<file path="src/rtl/ex_hazard_ctrl_pkg.sv">
// Shared encodings for the EX-stage hazard controller: forwarding selects and FSM states.
package ex_hazard_ctrl_pkg;

    localparam int REG_W = 5;

    typedef enum logic [1:0] {
        FWD_REG = 2'b00,
        FWD_WB  = 2'b01,
        FWD_MEM = 2'b10
    } fwd_t;

    typedef enum logic {
        ST_RUN     = 1'b0,
        ST_MC_BUSY = 1'b1
    } state_t;

    // Register $0 is hardwired to zero, so a write to it never produces a hazard.
    function automatic logic dst_hit(input logic we, input logic [REG_W-1:0] dst,
                                     input logic [REG_W-1:0] src);
        return we && (dst != '0) && (dst == src);
    endfunction

endpackage

</file>
<file path="src/rtl/ex_hazard_ctrl_if.sv">
// Pipeline-status inputs and pipeline-control outputs of the EX hazard controller.
interface ex_hazard_ctrl_if #(
    parameter int PERF_W = 16
);
    import ex_hazard_ctrl_pkg::*;

    logic [REG_W-1:0]  id_rs;
    logic [REG_W-1:0]  id_rt;
    logic              id_uses_rs;
    logic              id_uses_rt;
    logic              ex_valid;
    logic [REG_W-1:0]  ex_rs;
    logic [REG_W-1:0]  ex_rt;
    logic              ex_alu_src;
    logic [REG_W-1:0]  ex_dst;
    logic              ex_reg_write;
    logic              ex_mem_read;
    logic              ex_mc_op;
    logic [REG_W-1:0]  mem_dst;
    logic              mem_reg_write;
    logic [REG_W-1:0]  wb_dst;
    logic              wb_reg_write;
    logic              flush;

    logic [1:0]        Aforward;
    logic [1:0]        Bforward;
    logic              pc_write;
    logic              ifid_write;
    logic              ifid_flush;
    logic              idex_bubble;
    logic              ex_flush;
    logic              pipe_hold;
    logic              mc_done;
    logic [PERF_W-1:0] stall_cnt;

    modport master (
        output id_rs, id_rt, id_uses_rs, id_uses_rt, ex_valid, ex_rs, ex_rt, ex_alu_src,
               ex_dst, ex_reg_write, ex_mem_read, ex_mc_op, mem_dst, mem_reg_write,
               wb_dst, wb_reg_write, flush,
        input  Aforward, Bforward, pc_write, ifid_write, ifid_flush, idex_bubble,
               ex_flush, pipe_hold, mc_done, stall_cnt
    );

    modport slave (
        input  id_rs, id_rt, id_uses_rs, id_uses_rt, ex_valid, ex_rs, ex_rt, ex_alu_src,
               ex_dst, ex_reg_write, ex_mem_read, ex_mc_op, mem_dst, mem_reg_write,
               wb_dst, wb_reg_write, flush,
        output Aforward, Bforward, pc_write, ifid_write, ifid_flush, idex_bubble,
               ex_flush, pipe_hold, mc_done, stall_cnt
    );

endinterface

</file>
<file path="src/rtl/ex_hazard_ctrl_fwd_sel.sv">
// One operand's forwarding select; MEM result beats WB result.
// Purely combinational; en=0 forces the register-file path.
module ex_hazard_ctrl_fwd_sel
    import ex_hazard_ctrl_pkg::*;
(
    input  logic             en,
    input  logic [REG_W-1:0] src,
    input  logic [REG_W-1:0] mem_dst,
    input  logic             mem_reg_write,
    input  logic [REG_W-1:0] wb_dst,
    input  logic             wb_reg_write,
    output fwd_t             sel
);

    always_comb begin
        sel = FWD_REG;
        if (en) begin
            if (dst_hit(mem_reg_write, mem_dst, src)) begin
                sel = FWD_MEM;
            end else if (dst_hit(wb_reg_write, wb_dst, src)) begin
                sel = FWD_WB;
            end
        end
    end

endmodule

</file>
<file path="src/rtl/ex_hazard_ctrl.sv">
// EX-stage sequencer: operand forwarding, load-use bubbles, multi-cycle freeze, flush, stall counter.
// Controls are combinational from current inputs and FSM state; stall_cnt updates one cycle later.
module ex_hazard_ctrl
    import ex_hazard_ctrl_pkg::*;
#(
    parameter int MC_CYCLES = 4,
    parameter int CNT_W     = 4,
    parameter int PERF_W    = 16
) (
    input  logic             clk,
    input  logic             rst,
    ex_hazard_ctrl_if.slave  bus
);

    state_t            state, state_nxt;
    logic [CNT_W-1:0]  cnt, cnt_nxt;
    logic [PERF_W-1:0] stall_q;

    logic luh;
    logic pc_write, ifid_write, ifid_flush, idex_bubble, ex_flush, pipe_hold, mc_done;
    fwd_t a_sel, b_sel;

    ex_hazard_ctrl_fwd_sel u_fwd_a (
        .en            (rst),
        .src           (bus.ex_rs),
        .mem_dst       (bus.mem_dst),
        .mem_reg_write (bus.mem_reg_write),
        .wb_dst        (bus.wb_dst),
        .wb_reg_write  (bus.wb_reg_write),
        .sel           (a_sel)
    );

    // An immediate B operand never takes a forwarded register value.
    ex_hazard_ctrl_fwd_sel u_fwd_b (
        .en            (rst && !bus.ex_alu_src),
        .src           (bus.ex_rt),
        .mem_dst       (bus.mem_dst),
        .mem_reg_write (bus.mem_reg_write),
        .wb_dst        (bus.wb_dst),
        .wb_reg_write  (bus.wb_reg_write),
        .sel           (b_sel)
    );

    assign luh = bus.ex_valid && bus.ex_mem_read && (bus.ex_dst != '0)
               && ((bus.id_uses_rs && (bus.id_rs == bus.ex_dst))
                || (bus.id_uses_rt && (bus.id_rt == bus.ex_dst)));

    always_comb begin
        state_nxt   = state;
        cnt_nxt     = cnt;
        pc_write    = 1'b1;
        ifid_write  = 1'b1;
        ifid_flush  = 1'b0;
        idex_bubble = 1'b0;
        ex_flush    = 1'b0;
        pipe_hold   = 1'b0;
        mc_done     = 1'b0;
        if (!rst) begin
            state_nxt = ST_RUN;
            cnt_nxt   = '0;
        end else if (bus.flush) begin
            ifid_flush  = 1'b1;
            idex_bubble = 1'b1;
            ex_flush    = 1'b1;
            state_nxt   = ST_RUN;
            cnt_nxt     = '0;
        end else begin
            unique case (state)
                ST_RUN: begin
                    if (bus.ex_valid && bus.ex_mc_op) begin
                        pipe_hold  = 1'b1;
                        pc_write   = 1'b0;
                        ifid_write = 1'b0;
                        cnt_nxt    = CNT_W'(MC_CYCLES - 2);
                        state_nxt  = ST_MC_BUSY;
                    end else if (luh) begin
                        pc_write    = 1'b0;
                        ifid_write  = 1'b0;
                        idex_bubble = 1'b1;
                    end
                end
                ST_MC_BUSY: begin
                    // Load-use is not evaluated here; it is re-checked once back in RUN.
                    if (cnt != '0) begin
                        pipe_hold  = 1'b1;
                        pc_write   = 1'b0;
                        ifid_write = 1'b0;
                        cnt_nxt    = cnt - CNT_W'(1);
                    end else begin
                        mc_done   = 1'b1;
                        state_nxt = ST_RUN;
                    end
                end
                default: state_nxt = ST_RUN;
            endcase
        end
    end

    always_ff @(posedge clk or negedge rst) begin
        if (!rst) begin
            state   <= ST_RUN;
            cnt     <= '0;
            stall_q <= '0;
        end else begin
            state <= state_nxt;
            cnt   <= cnt_nxt;
            if (!pc_write && (stall_q != '1)) begin
                stall_q <= stall_q + PERF_W'(1);
            end
        end
    end

    assign bus.Aforward    = a_sel;
    assign bus.Bforward    = b_sel;
    assign bus.pc_write    = pc_write;
    assign bus.ifid_write  = ifid_write;
    assign bus.ifid_flush  = ifid_flush;
    assign bus.idex_bubble = idex_bubble;
    assign bus.ex_flush    = ex_flush;
    assign bus.pipe_hold   = pipe_hold;
    assign bus.mc_done     = mc_done;
    assign bus.stall_cnt   = stall_q;

endmodule

</file>
<file path="src/flat_wrapper.sv">
// flat-port wrapper written by rule: the top's interface ports become plain ports
module ex_hazard_ctrl_flat import ex_hazard_ctrl_pkg::*;
#(
    parameter int MC_CYCLES = 4,
    parameter int CNT_W     = 4,
    parameter int PERF_W    = 16
)
  (clk, rst, bus_id_rs, bus_id_rt, bus_id_uses_rs, bus_id_uses_rt, bus_ex_valid, bus_ex_rs, bus_ex_rt, bus_ex_alu_src, bus_ex_dst, bus_ex_reg_write, bus_ex_mem_read, bus_ex_mc_op, bus_mem_dst, bus_mem_reg_write, bus_wb_dst, bus_wb_reg_write, bus_flush, bus_Aforward, bus_Bforward, bus_pc_write, bus_ifid_write, bus_ifid_flush, bus_idex_bubble, bus_ex_flush, bus_pipe_hold, bus_mc_done, bus_stall_cnt);
  ex_hazard_ctrl_if #(.PERF_W(PERF_W)) bus_i ();
  input  logic clk;
  input  logic rst;
  input wire logic [$bits(bus_i.id_rs)-1:0] bus_id_rs;
  input wire logic [$bits(bus_i.id_rt)-1:0] bus_id_rt;
  input wire logic [$bits(bus_i.id_uses_rs)-1:0] bus_id_uses_rs;
  input wire logic [$bits(bus_i.id_uses_rt)-1:0] bus_id_uses_rt;
  input wire logic [$bits(bus_i.ex_valid)-1:0] bus_ex_valid;
  input wire logic [$bits(bus_i.ex_rs)-1:0] bus_ex_rs;
  input wire logic [$bits(bus_i.ex_rt)-1:0] bus_ex_rt;
  input wire logic [$bits(bus_i.ex_alu_src)-1:0] bus_ex_alu_src;
  input wire logic [$bits(bus_i.ex_dst)-1:0] bus_ex_dst;
  input wire logic [$bits(bus_i.ex_reg_write)-1:0] bus_ex_reg_write;
  input wire logic [$bits(bus_i.ex_mem_read)-1:0] bus_ex_mem_read;
  input wire logic [$bits(bus_i.ex_mc_op)-1:0] bus_ex_mc_op;
  input wire logic [$bits(bus_i.mem_dst)-1:0] bus_mem_dst;
  input wire logic [$bits(bus_i.mem_reg_write)-1:0] bus_mem_reg_write;
  input wire logic [$bits(bus_i.wb_dst)-1:0] bus_wb_dst;
  input wire logic [$bits(bus_i.wb_reg_write)-1:0] bus_wb_reg_write;
  input wire logic [$bits(bus_i.flush)-1:0] bus_flush;
  output wire logic [$bits(bus_i.Aforward)-1:0] bus_Aforward;
  output wire logic [$bits(bus_i.Bforward)-1:0] bus_Bforward;
  output wire logic [$bits(bus_i.pc_write)-1:0] bus_pc_write;
  output wire logic [$bits(bus_i.ifid_write)-1:0] bus_ifid_write;
  output wire logic [$bits(bus_i.ifid_flush)-1:0] bus_ifid_flush;
  output wire logic [$bits(bus_i.idex_bubble)-1:0] bus_idex_bubble;
  output wire logic [$bits(bus_i.ex_flush)-1:0] bus_ex_flush;
  output wire logic [$bits(bus_i.pipe_hold)-1:0] bus_pipe_hold;
  output wire logic [$bits(bus_i.mc_done)-1:0] bus_mc_done;
  output wire logic [$bits(bus_i.stall_cnt)-1:0] bus_stall_cnt;
  assign bus_i.id_rs = bus_id_rs;
  assign bus_i.id_rt = bus_id_rt;
  assign bus_i.id_uses_rs = bus_id_uses_rs;
  assign bus_i.id_uses_rt = bus_id_uses_rt;
  assign bus_i.ex_valid = bus_ex_valid;
  assign bus_i.ex_rs = bus_ex_rs;
  assign bus_i.ex_rt = bus_ex_rt;
  assign bus_i.ex_alu_src = bus_ex_alu_src;
  assign bus_i.ex_dst = bus_ex_dst;
  assign bus_i.ex_reg_write = bus_ex_reg_write;
  assign bus_i.ex_mem_read = bus_ex_mem_read;
  assign bus_i.ex_mc_op = bus_ex_mc_op;
  assign bus_i.mem_dst = bus_mem_dst;
  assign bus_i.mem_reg_write = bus_mem_reg_write;
  assign bus_i.wb_dst = bus_wb_dst;
  assign bus_i.wb_reg_write = bus_wb_reg_write;
  assign bus_i.flush = bus_flush;
  assign bus_Aforward = bus_i.Aforward;
  assign bus_Bforward = bus_i.Bforward;
  assign bus_pc_write = bus_i.pc_write;
  assign bus_ifid_write = bus_i.ifid_write;
  assign bus_ifid_flush = bus_i.ifid_flush;
  assign bus_idex_bubble = bus_i.idex_bubble;
  assign bus_ex_flush = bus_i.ex_flush;
  assign bus_pipe_hold = bus_i.pipe_hold;
  assign bus_mc_done = bus_i.mc_done;
  assign bus_stall_cnt = bus_i.stall_cnt;
  ex_hazard_ctrl #(.MC_CYCLES(MC_CYCLES), .CNT_W(CNT_W), .PERF_W(PERF_W)) u_core (.clk(clk), .rst(rst), .bus(bus_i));
endmodule
</file>
<file path="config.mk">
export PLATFORM = sky130hd
export DESIGN_NAME = ex_hazard_ctrl_flat
export DESIGN_NICKNAME = d
export VERILOG_FILES = /design/src/rtl/ex_hazard_ctrl_pkg.sv /design/src/rtl/ex_hazard_ctrl_if.sv /design/src/rtl/ex_hazard_ctrl_fwd_sel.sv /design/src/rtl/ex_hazard_ctrl.sv /design/src/flat_wrapper.sv
export SDC_FILE = /design/constraint.sdc
export NUM_CORES = 1
export LEC_CHECK = 0
export ABC_AREA = 1
export BUFFER_PORTS_ARGS = -buffer_cell sky130_fd_sc_hd__buf_2
export CORE_UTILIZATION = 30
export CTS_CLUSTER_DIAMETER = 60
export CTS_CLUSTER_SIZE = 10
export DETAILED_ROUTE_END_ITERATION = 8
export GPL_TIMING_DRIVEN = 0
export SLEW_MARGIN = 20
export SYNTH_ARGS = -nofsm -noshare
export SYNTH_HDL_FRONTEND = slang
export SYNTH_SLANG_ARGS = --single-unit
</file>
<file path="constraint.sdc">
create_clock -name clk -period 1.8 [get_ports clk]
set_clock_uncertainty 0.1 [all_clocks]
set_input_delay 0.09 -clock clk [delete_from_list [all_inputs] [get_ports clk]]
set_output_delay 0.09 -clock clk [all_outputs]
set_load 0.01 [all_outputs]
</file>
# ---- Word level (Yosys, flattened, before mapping)
# Index checks and enable logic that the tools add are counted.
dict set report classes {
  addsub 2
  n_eq_ne 9
  mux 32
  bitwise 1
  n_reduce_logical 22
}
# operator n
set ops {}
lappend ops {{$eq A5 B5 Y1} 6}
lappend ops {{$mux W1} 21}
lappend ops {{$add A16 B1 Y16 const B} 1}
lappend ops {{$mux W4} 4}
lappend ops {{$ne A16 B16 Y1 const B} 1}
lappend ops {{$reduce_bool A5 Y1} 3}
lappend ops {{$logic_and A1 B1 Y1} 14}
lappend ops {{$mux W2} 4}
lappend ops {{$pmux W4 S2} 1}
lappend ops {{$ne A4 B3 Y1 const B} 1}
lappend ops {{$ne A4 B4 Y1 const B} 1}
lappend ops {{$pmux W1 S2} 2}
lappend ops {{$reduce_bool A4 Y1} 1}
lappend ops {{$sub A4 B1 Y4 const B} 1}
lappend ops {{$logic_not A1 Y1} 2}
lappend ops {{$reduce_and A2 Y1} 1}
lappend ops {{$logic_or A1 B1 Y1} 1}
lappend ops {{$not A1 Y1} 1}
dict set report word_totals {
  regBits 21
  output_inout_bits 27
  elab_cells 69
}

# ---- Longest topological paths before layout
# Gate-level depths: netlist of the first run.
dict set report logic_depth {
  ltp_word 11
  ltp_mapped 12
  depth_no_buf 11
}

# ---- Cells and area by module
# From an unflattened synthesis of the first run, not the netlist that was laid out.
dict set report unflattened {
  hier_cells 354
  area_unflattened_um2 2030.7
}
# mod instances cells_per_inst area_per_inst_um2 seq_area_each_um2
set by_module_without_submodules {}
lappend by_module_without_submodules {ex_hazard_ctrl 1 234 1550.2 525.5}
lappend by_module_without_submodules {ex_hazard_ctrl_fwd_sel 2 60 240.2 0.0}

# ---- Worst setup path before layout of the first run
# Ideal clock, no wire load.
dict set report synth_timing {
  path_kind {reg2reg}
  from {register u_core.stall_q[0], in the netlist u_core.bus.stall_cnt[0]}
  to {register u_core.stall_q[2], in the netlist u_core.bus.stall_cnt[2]}
  setup_time_ps 117
  t_arrival_ps 1551
  required_time_ps 1583
  slack_ps 32
  path_stages_with_launch 10
  n_path_buf 1
  period_less_slack_ps 1768
  cell_sequence {dfrtp_1 ha_1 nand3_2 nor2_4 nand2_2 nor2_4 nand4_4 buf_2 nand3_1 nand2_1}
}
dict set report synth_via {
  elab_chain_len 2
}
# element line
set synth_rtl {}
lappend synth_rtl {{start, declared} ex_hazard_ctrl.sv:17} ;# logic [PERF_W-1:0] stall_q;
lappend synth_rtl {{start signal, assigned} ex_hazard_ctrl.sv:108} ;# stall_q <= stall_q + PERF_W'(1);
lappend synth_rtl {{branches (longest 2 deep; another with $add A16 B1 Y16)} n/a}
# Parallel ways; which one is timed is not known.
# A chain may end at the register's enable or synchronous reset.

# ---- Worst setup path after layout of the first run
dict set report layout_timing {
  from {register u_core.cnt[1]}
  to {output bus_pc_write}
}
dict set report layout_via {
  elab_chain_len 5
}
# element line
set layout_rtl {}
lappend layout_rtl {{start, declared} ex_hazard_ctrl.sv:16} ;# logic [CNT_W-1:0] cnt, cnt_nxt;
lappend layout_rtl {{start signal, assigned} ex_hazard_ctrl.sv:106} ;# cnt <= cnt_nxt;
lappend layout_rtl {{$reduce_bool A4 Y1} ex_hazard_ctrl.sv:84} ;# if (cnt != '0) begin
lappend layout_rtl {{$mux W1} ex_hazard_ctrl.sv:84}
lappend layout_rtl {{$pmux W1 S2} ex_hazard_ctrl.sv:68} ;# unique case (state)
lappend layout_rtl {{$mux W1} ex_hazard_ctrl.sv:61} ;# end else if (bus.flush) begin
lappend layout_rtl {{$mux W1} ex_hazard_ctrl.sv:58} ;# if (!rst) begin
lappend layout_rtl {{end, declared} flat_wrapper.sv:31} ;# output wire logic [$bits(bus_i.pc_write)-1:0] bus_pc_write;
# No other way between the ends.

==> results_dict.tcl, run 1 <==
set metrics [dict create \
    synthAdderAreaFrac_pct 2.04 \
    netlist.top_cell.by_area "dfrtp_1" \
    synth_compound_area_share_pct 2.92 \
    rsz0062_at_grt "yes" \
    power_frac_comb_pct 33.4 \
    ir_drop_v 0.000329 \
    setup_viol 0 \
    leakage_nw 1.46 \
    layout_common_cells "87 x nand2_1, 71 x buf_2, 34 x inv_1" \
    muxShareOfSynthArea_pct 0 \
    tns_ns 0 \
    rows 28 \
    die_w_um 80.4 \
    hold_start "bus_flush" \
    synth.top_cell.area_share_pct 28.5 \
    grt_usage_pct 14.7 \
    layout.cells.most_common "nand2_1" \
    power_switching_uw 433 \
    cts_buffers 3 \
    wl_per_cell_um 10.4 \
    regToRegSetupSlack_ns 0.06 \
    slew_violations 0 \
    seqPwrFrac_pct 42.6 \
    first_iter_violations 77 \
    maxCapViolCount 0 \
    async_reset_ff_share_pct 100 \
    p_int_uw 882 \
    yosysUniqueCellTypes 25 \
    r2r_start "u_core.bus.stall_cnt[1]" \
    slew_headroom_pct 36.3 \
    cp.arrival_ns 1.60 \
    met2_wirelength_um 2340 \
    via_per_inst 4.46 \
    io_buffers 72 \
    dieArea_mm2 0.00646 \
    ios 74 \
    syn_area_per_cell_um2 6.61 \
    r2r-end "u_core.bus.stall_cnt[3]" \
    synth_xor_area_share_pct 15.7 \
    first_pass_iters 4 \
    antenna_cells 0 \
    grt_pass1_vias 1799 \
    hold_class "in -> reg" \
    ys_seq_area_share_pct 28.5 \
    holdPathEnd "u_core.cnt[0]" \
    num_vias 2002 \
    synthesis.area_mm2 0.00184 \
    start_util_pct 31.1 \
    ant_nets 0 \
    maxUsedRoutingLayer "met4" \
    ys.flop_type "dfrtp_1" \
    synth_area_leaders "dfrtp_1 28%, nand2_1 18%, xnor2_1 10%" \
    synth_seq_cells 21 \
    clk_pin_slew_worst_paths_ns 0.08 \
    fmax_mhz 557 \
    end_kind "output pin" \
    syn2layout_area_growth_pct 40.2 \
    grt_pass1_wl_um 7620 \
    synth_top_family_by_area "simple AND/OR/NAND/NOR gates" \
    p_clk_share_pct 24.0 \
    drive_gt1_share_pct 31.3 \
    core_mm2 0.00592 \
    antenna_found_initial 0 \
    cts_max_level 1 \
    routabilityCongestion 0.810 \
    route.detailed.drc 0 \
    grt_overflow 0 \
    syn_nets 329 \
    synth-edff-count 0 \
    cts.sink_count 21 \
    p_per_area_mw_per_mm2 509 \
    path_class "reg -> out" \
    cts-root-buf "clkbuf_8" \
    timing.hold.ws_ns 0.0837 \
    final.period_utilization_pct 99.7 \
    dr_wl_met3_um 155 \
    worst_pin_slew_ns 0.952 \
    hold_viol_final 0 \
    synth-simple-area-share_pct 41.0 \
    yosysWarnings 0 \
    clk_latency_ns 0.26 \
    dp.final_hpwl_um 3700 \
    fin_nets 425 \
    grt_max_degree 22 \
    finalWirelength_um 4670 \
    startpoint_type "flop" \
    m1WireLength_um 2130 \
    fin_crit_ns 1.79 \
    clock_path_buffers 2 \
    hold-path-cell-count 4 \
    crit_fanout 3 \
    outcome "finished, final reports clean" \
    rr_worst_depth 10 \
    fp.dieH_um 80.4 \
    cp.required_ns 1.61 \
    p_sw_share_pct 32.9 \
    cts_tree "yes" \
    syn_inst 279 \
]
## worst max path at each step
stage / startpoint / to / slack, ns / cells past startpoint
finish: u_core.cnt[1] / bus_pc_write / 0.005 / 11
global route: u_core.cnt[1] / bus_pc_write / -0.10 / 11
CTS: u_core.cnt[1] / bus_pc_write / -0.08 / 11
detailed placement: rst / bus_pc_write / -0.49 / 11
global placement: rst / bus_pc_write / -0.45 / 11
floorplan: u_core.bus.stall_cnt[0] / u_core.bus.stall_cnt[2] / 0.03 / 9
## cells in the mapped netlist (3+ instances only)
| cell type | number |
|---|---|
| nand3_1 | 27 |
| nand2_1 | 88 |
| nor3_1 | 5 |
| dfrtp_1 | 21 |
| o21ai_0 | 6 |
| nor2_1 | 29 |
| xor2_1 | 11 |
| inv_1 | 38 |
| nand4_1 | 9 |
| ha_1 | 3 |
| xnor2_1 | 22 |
| a21oi_1 | 3 |
## flip-flops by register name (all words and copies together), names as in the netlist
register and flops:
u_core.state 1, u_core.bus.stall_cnt 16, u_core.cnt 4
## metrics by stage
stage               power (mW)  area [µm²]  instances  setup slack, ns  utilization, %
finish                    1.32        2580        449          0.00513            43.7
global route              1.41        2580        449           -0.100            43.7
CTS                       1.26        2480        441          -0.0792            42.0
detailed placement       0.909        2300        426           -0.495            38.8
global placement         0.902        2300        426           -0.447            38.8
floorplan                0.756        1840        279           0.0315               -
## timing repair
action,4_1_cts,5_1_grt
buffers inserted,10,7
cloned,0,1
setup endpoints to repair,17,22
hold buffers,1,0
endpoints found under the hold margin,21,0
gates resized for setup,17,10
pin swaps,6,6
## kinds of logic after synthesis
group,Yosys count
compound gates,10
xor+xnor,33
fa+ha+maj,3
buf+inv,44
flops,21
simple gates,168
## routing by layer
| metal | vias up | global-route usage, % |
|---|---|---|
| li1 | 1058 | - |
| met1 | 906 | 18.8 |
| met5 | - | 0 |
| met2 | 34 | 26.6 |
| met3 | 4 | 1.36 |
| met4 | 0 | 3.21 |
## cell type report
class                           count  area, µm²
Fill cell                         601       3340
Buffer                              6       60.1
Clock inverter                      1       5.00
Inverter                           38        145
Clock buffer                        3       41.3
Sequential cell                    21        526
Tap cell                           75       93.8
Timing Repair Buffer               91        519
Multi-Input combinational cell    214       1190
## worst max-delay path, stage by stage, from the launching register on
cell	delay, ns
dfrtp_1	0.37
inv_2	0.06
ha_4	0.14
nand4_1	0.09
inv_2	0.06
nor2_4	0.10
nand3_2	0.09
nand2_4	0.08
buf_6	0.11
inv_4	0.03
buf_6	0.10
buf_6	0.10
## power groups by stage
stage	sequential, mW	clock (mW)	combinational [mW]
global placement	0.562	0	0.340
detailed placement	0.562	0	0.346
floorplan	0.572	0	0.184
global route	0.564	0.347	0.496
finish	0.560	0.316	0.440
CTS	0.548	0.324	0.385
(Power assumes the default switching activity.)
==> run 2: changes to the inputs <==
- clock period: 1.8 -> 2.16 ns (I/O delays scaled with it)
==> results_dict.tcl, run 2 (synthesized netlist as in run 1, its figures left out) <==
set metrics [dict create \
    ir_drop_v 0.000233 \
    crit_fanout 9 \
    regToRegSetupSlack_ns 0.23 \
    final.period_utilization_pct 90.9 \
    syn2layout_area_growth_pct 29.2 \
    grt_max_degree 22 \
    layout_common_cells "88 x nand2_1, 72 x buf_2, 38 x inv_1" \
    dr_wl_met3_um 173 \
    rows 28 \
    ant_nets 0 \
    layout.cells.most_common "nand2_1" \
    end_kind "output pin" \
    r2r_start "u_core.cnt[0]" \
    cp_cell_sequence "inv_1 > ha_1 > nand4_1 > inv_1 > nor2_2 > nand3_1 > nand2_4 > inv_1 > buf_4 > buf_2" \
    largest_reg_flops 16 \
    hold_viol_final 0 \
    m1WireLength_um 2050 \
    antenna_cells 0 \
    fp.dieH_um 80.4 \
    rsz0062_at_grt "no" \
    dp.cells 426 \
    holdPathEnd "u_core.cnt[0]" \
    leakage_nw 1.35 \
    tns_ns 0 \
    num_vias 1927 \
    dp.final_hpwl_um 3700 \
    startpoint_type "flop" \
    cts-root-buf "clkbuf_8" \
    antenna_found_initial 0 \
    stdcell_count 433 \
    fin_crit_ns 1.96 \
    drive_gt1_share_pct 26.0 \
    hold_class "in -> reg" \
    cp.required_ns 1.95 \
    slew_headroom_pct 35.2 \
    slowest_stage "dfrtp_1" \
    cp.arrival_ns 1.75 \
    die_w_um 80.4 \
    fmax_mhz 510 \
    r2r-end "u_core.bus.stall_cnt[3]" \
    first_pass_iters 4 \
    outcome "finished, final reports clean" \
    via_per_inst 4.45 \
    totalPowerFinal_mw 1.01 \
    dp_slack_ns -0.171 \
    slew_violations 0 \
    ios 74 \
    path_class "reg -> out" \
    start_util_pct 31.1 \
    clock_path_buffers 2 \
    cts.sink_count 21 \
    first_iter_violations 63 \
    cts_tree "yes" \
    core_mm2 0.00592 \
    rr_worst_depth 12 \
    hold-path-cell-count 4 \
    setup_viol 0 \
    worst_pin_slew_ns 0.968 \
    slowest_delay_ns 0.35 \
    routabilityCongestion 0.810 \
    clk_pin_slew_worst_paths_ns 0.08 \
    fin_nets 409 \
    dieArea_mm2 0.00646 \
    finalWirelength_um 4450 \
    grt_overflow 0 \
    met2_wirelength_um 2180 \
    cpMostUsedCell "inv_1" \
    maxUsedRoutingLayer "met4" \
    cts_buffers 3 \
    timing.hold.ws_ns 0.0982 \
    grt_usage_pct 14.1 \
    cts_max_level 1 \
    finalWorstSetupSlack_ns 0.197 \
    maxCapViolCount 0 \
    clk_latency_ns 0.26 \
    hold_start "bus_flush" \
    io_buffers 72 \
    p_per_area_mw_per_mm2 426 \
    grt_pass1_wl_um 7300 \
    grt_pass1_vias 1694 \
    route.detailed.drc 0 \
    wl_per_cell_um 10.3 \
]
-- run 2: repair_timing --
item	in CTS	in global routing
pin swaps	0	2
hold endpoints to repair	21	0
endpoints found under the setup margin	2	4
hold buffers	1	0
gates resized for setup	2	2
setup buffers	0	3
cloned	0	0
-- run 2: layer usage --
metal	GRT usage, %	vias up
met4	3.21	0
met2	24.7	37
met1	18.4	858
li1	-	1025
met5	0	-
met3	1.36	7
-- run 2: where the power goes --
part / total (mW) / internal [mW] / leakage (nW) / switching, mW
clock network: 0.261 / 0.129 / 0.0255 / 0.132
registers: 0.461 / 0.423 / 0.288 / 0.0379
logic: 0.292 / 0.133 / 1.04 / 0.159
-- run 2: how the worst max path moves through the flow --
stage                            startpoint                 endpoint  slack [ns]  depth (start not counted)
finish                        u_core.cnt[0]             bus_pc_write        0.20                         10
global route                  u_core.cnt[0]             bus_pc_write        0.03                         10
CTS                           u_core.cnt[0]             bus_pc_write        0.07                         10
detailed placement                      rst             bus_pc_write       -0.17                         11
global placement                        rst             bus_pc_write       -0.12                         11
floorplan           u_core.bus.stall_cnt[0]  u_core.bus.stall_cnt[2]        0.39                          9
-- run 2: cell type report --
class | instances | area, µm²
timing repair buffer | 76 | 395
clock inverter | 1 | 5.00
multi-input combinational | 214 | 1140
buffer | 5 | 35.0
inverter | 38 | 143
fill | 628 | 3540
clock buffer | 3 | 41.3
sequential | 21 | 526
tap | 75 | 93.8
-- run 2: per-stage QoR --
step	instance area [µm²]	utilization, %
after global routing	2380	40.2
after detailed placement	2300	38.8
after floorplan	1840	-
final	2380	40.2
after global placement	2300	38.8
after CTS	2360	39.8
-- run 2: worst max-delay path, delay by kind of cell, from the launching register on --
| kind | cells | cell delay (ns) |
|---|---|---|
| buffers and inverters | 5 | 0.46 |
| AND/OR/NAND/NOR | 4 | 0.47 |
| flip-flops | 1 | 0.35 |
| adder cells (fa/ha/maj) | 1 | 0.20 |
==> run 3: changes to the inputs <==
- ABC_AREA: 1 -> not set
==> results_dict.tcl, run 3 <==
set metrics [dict create \
    outcome "finished, final reports clean" \
    ios 74 \
    io_buffers 72 \
    cts-root-buf "clkbuf_8" \
    synthMostInstantiatedCell "xnor2_1" \
    cp.arrival_ns 2.13 \
    grt_usage_pct 14.2 \
    ir_drop_v 0.000215 \
    wl_per_cell_um 11.9 \
    fp.dieH_um 74.2 \
    fin_nets 296 \
    syn2layout_area_growth_pct 33.5 \
    first_iter_violations 63 \
    tns_ns 0 \
    dieArea_mm2 0.00551 \
    ys.flop_type "dfrtp_1" \
    synth-edff-count 0 \
    dp.final_hpwl_um 2960 \
    clk_latency_ns 0.26 \
    rsz0062_at_grt "yes" \
    layout_common_cells "74 x buf_2, 25 x xnor2_1, 21 x dfrtp_1" \
    synth_area_leaders "dfrtp_1 34%, xnor2_1 14%, xor2_1 11%" \
    yosysWarnings 0 \
    slew_violations 0 \
    startpoint_type "flop" \
    synth.top_cell.area_share_pct 33.6 \
    end_kind "flop" \
    cts.sink_count 21 \
    cts_tree "yes" \
    hold_class "in -> reg" \
    slew_headroom_pct 35.5 \
    grt_max_degree 22 \
    cp.required_ns 2.25 \
    async_reset_ff_share_pct 100 \
    via_per_inst 4.69 \
    synth_seq_cells 21 \
    die_w_um 74.2 \
    fmax_mhz 490 \
    synthesis.area_mm2 0.00156 \
    grt_overflow 0 \
    ys_seq_area_share_pct 33.6 \
    num_vias 1463 \
    final.period_utilization_pct 94.4 \
    drive_gt1_share_pct 38.8 \
    rows 25 \
    leakage_nw 1.00 \
    syn_inst 167 \
    first_pass_iters 4 \
    antenna_cells 0 \
    routabilityCongestion 0.916 \
    largest_reg_flops 16 \
    ant_nets 0 \
    clock_path_buffers 2 \
    cts_max_level 1 \
    start_util_pct 32.1 \
    core_mm2 0.00488 \
    postLayoutCellArea_mm2 0.00209 \
    synth_commonest_cells "25 x xnor2_1, 21 x dfrtp_1, 20 x xor2_1" \
    crit_fanout 10 \
    syn_nets 217 \
    worst_pin_slew_ns 0.964 \
    grt_pass1_vias 1350 \
    path_class "reg -> reg" \
    grt_pass1_wl_um 6110 \
    cts_buffers 3 \
    maxCapViolCount 0 \
    p_per_area_mw_per_mm2 473 \
    yosysUniqueCellTypes 42 \
    hold_viol_final 0 \
    place_area_mm2 0.00201 \
    netlist.top_cell.by_area "dfrtp_1" \
    setup_viol 0 \
    timing.hold.ws_ns 0.207 \
    clk_pin_slew_worst_paths_ns 0.08 \
    layout.cells.most_common "buf_2" \
    finalWirelength_um 3720 \
    fin_crit_ns 2.04 \
    antenna_found_initial 0 \
    route.detailed.drc 0 \
    syn_area_per_cell_um2 9.37 \
]
-- run 3: cell types whose count changed in the layout (fill, tap and decap cells not counted), sizes merged, moves of 9 or more --
| cell | change |
|---|---|
| nand2 | -82 |
| inv | -35 |
| nor2 | -17 |
| nand3 | -16 |
| xor2 | +9 |
-- run 3: final cells by class --
type	count	area (µm²)
flip-flops and latches	21	526
inverters	3	11.3
clock buffers	3	41.3
plain buffers	5	36.3
repair buffers	74	378
multi-input cells	138	1010
fillers	498	2790
clock inverters	1	5.00
well taps	67	83.8
-- run 3: what timing repair did --
item | CTS | global route
buffers inserted | 0 | 1
resized for setup | 0 | 3
hold buffers | 1 | 0
endpoints found under the hold margin | 21 | 0
setup endpoints to repair | 0 | 8
-- run 3: worst paths after layout --
path                                          start                        to  slack, ns  cells past startpoint
setup / recovery                      u_core.cnt[0]   u_core.bus.stall_cnt[5]       0.12                      9
hold / removal                            bus_flush             u_core.cnt[0]       0.21                      4
setup reg to reg                      u_core.cnt[0]   u_core.bus.stall_cnt[5]       0.12                      9
hold reg to reg            u_core.bus.stall_cnt[15]  u_core.bus.stall_cnt[15]       0.40                      1
max in group asynchronous                       rst   u_core.bus.stall_cnt[6]       0.79                      2
min in group asynchronous                       rst  u_core.bus.stall_cnt[11]       0.58                      2
-- run 3: kinds of logic after synthesis --
kind of cell / synth area share (%)
AO/OA/AOI/OAI: 7.52
flip-flops: 33.6
AND/OR/NAND/NOR: 26.8
XOR/XNOR: 25.2
buffers and inverters: 3.04
adder cells (fa/ha/maj): 2.40
multiplexers: 1.44
-- run 3: critical path, stage by stage, from the launching register on --
cell and delay [ns]:
dfrtp_1 0.36, inv_1 0.08, ha_1 0.21, nand4bb_1 0.20
nand2b_4 0.07, a221oi_2 0.29, nand2_2 0.12, buf_6 0.18
nor3_2 0.21, xor2_1 0.16
-- run 3: stage by stage --
| step | std cells | setup WS [ns] | util, % | total power, mW |
|---|---|---|---|---|
| after floorplan | 167 | 0.228 | - | 0.607 |
| after global placement | 306 | -0.00458 | 41.2 | 0.731 |
| after detailed placement | 306 | -0.0265 | 41.2 | 0.733 |
| after CTS | 311 | 0.0189 | 42.3 | 0.992 |
| after global routing | 312 | -0.0232 | 42.8 | 1.05 |
| final | 312 | 0.120 | 42.8 | 0.989 |
-- run 3: power breakdown --
| part | leakage, nW | internal [mW] | switching [mW] | total (mW) |
|---|---|---|---|---|
| logic | 0.694 | 0.136 | 0.136 | 0.272 |
| clock network | 0.0255 | 0.128 | 0.131 | 0.259 |
| registers | 0.283 | 0.423 | 0.0351 | 0.458 |
| total | 1.00 | 0.687 | 0.301 | 0.989 |
-- run 3: routing by layer --
layer	part of all wire (%)	vias up	track usage, %
met5	0	-	0
met4	0.32	0	3.21
met3	6.6	2	1.63
met2	45	49	24.6
met1	48	665	18.9
li1	-	747	-
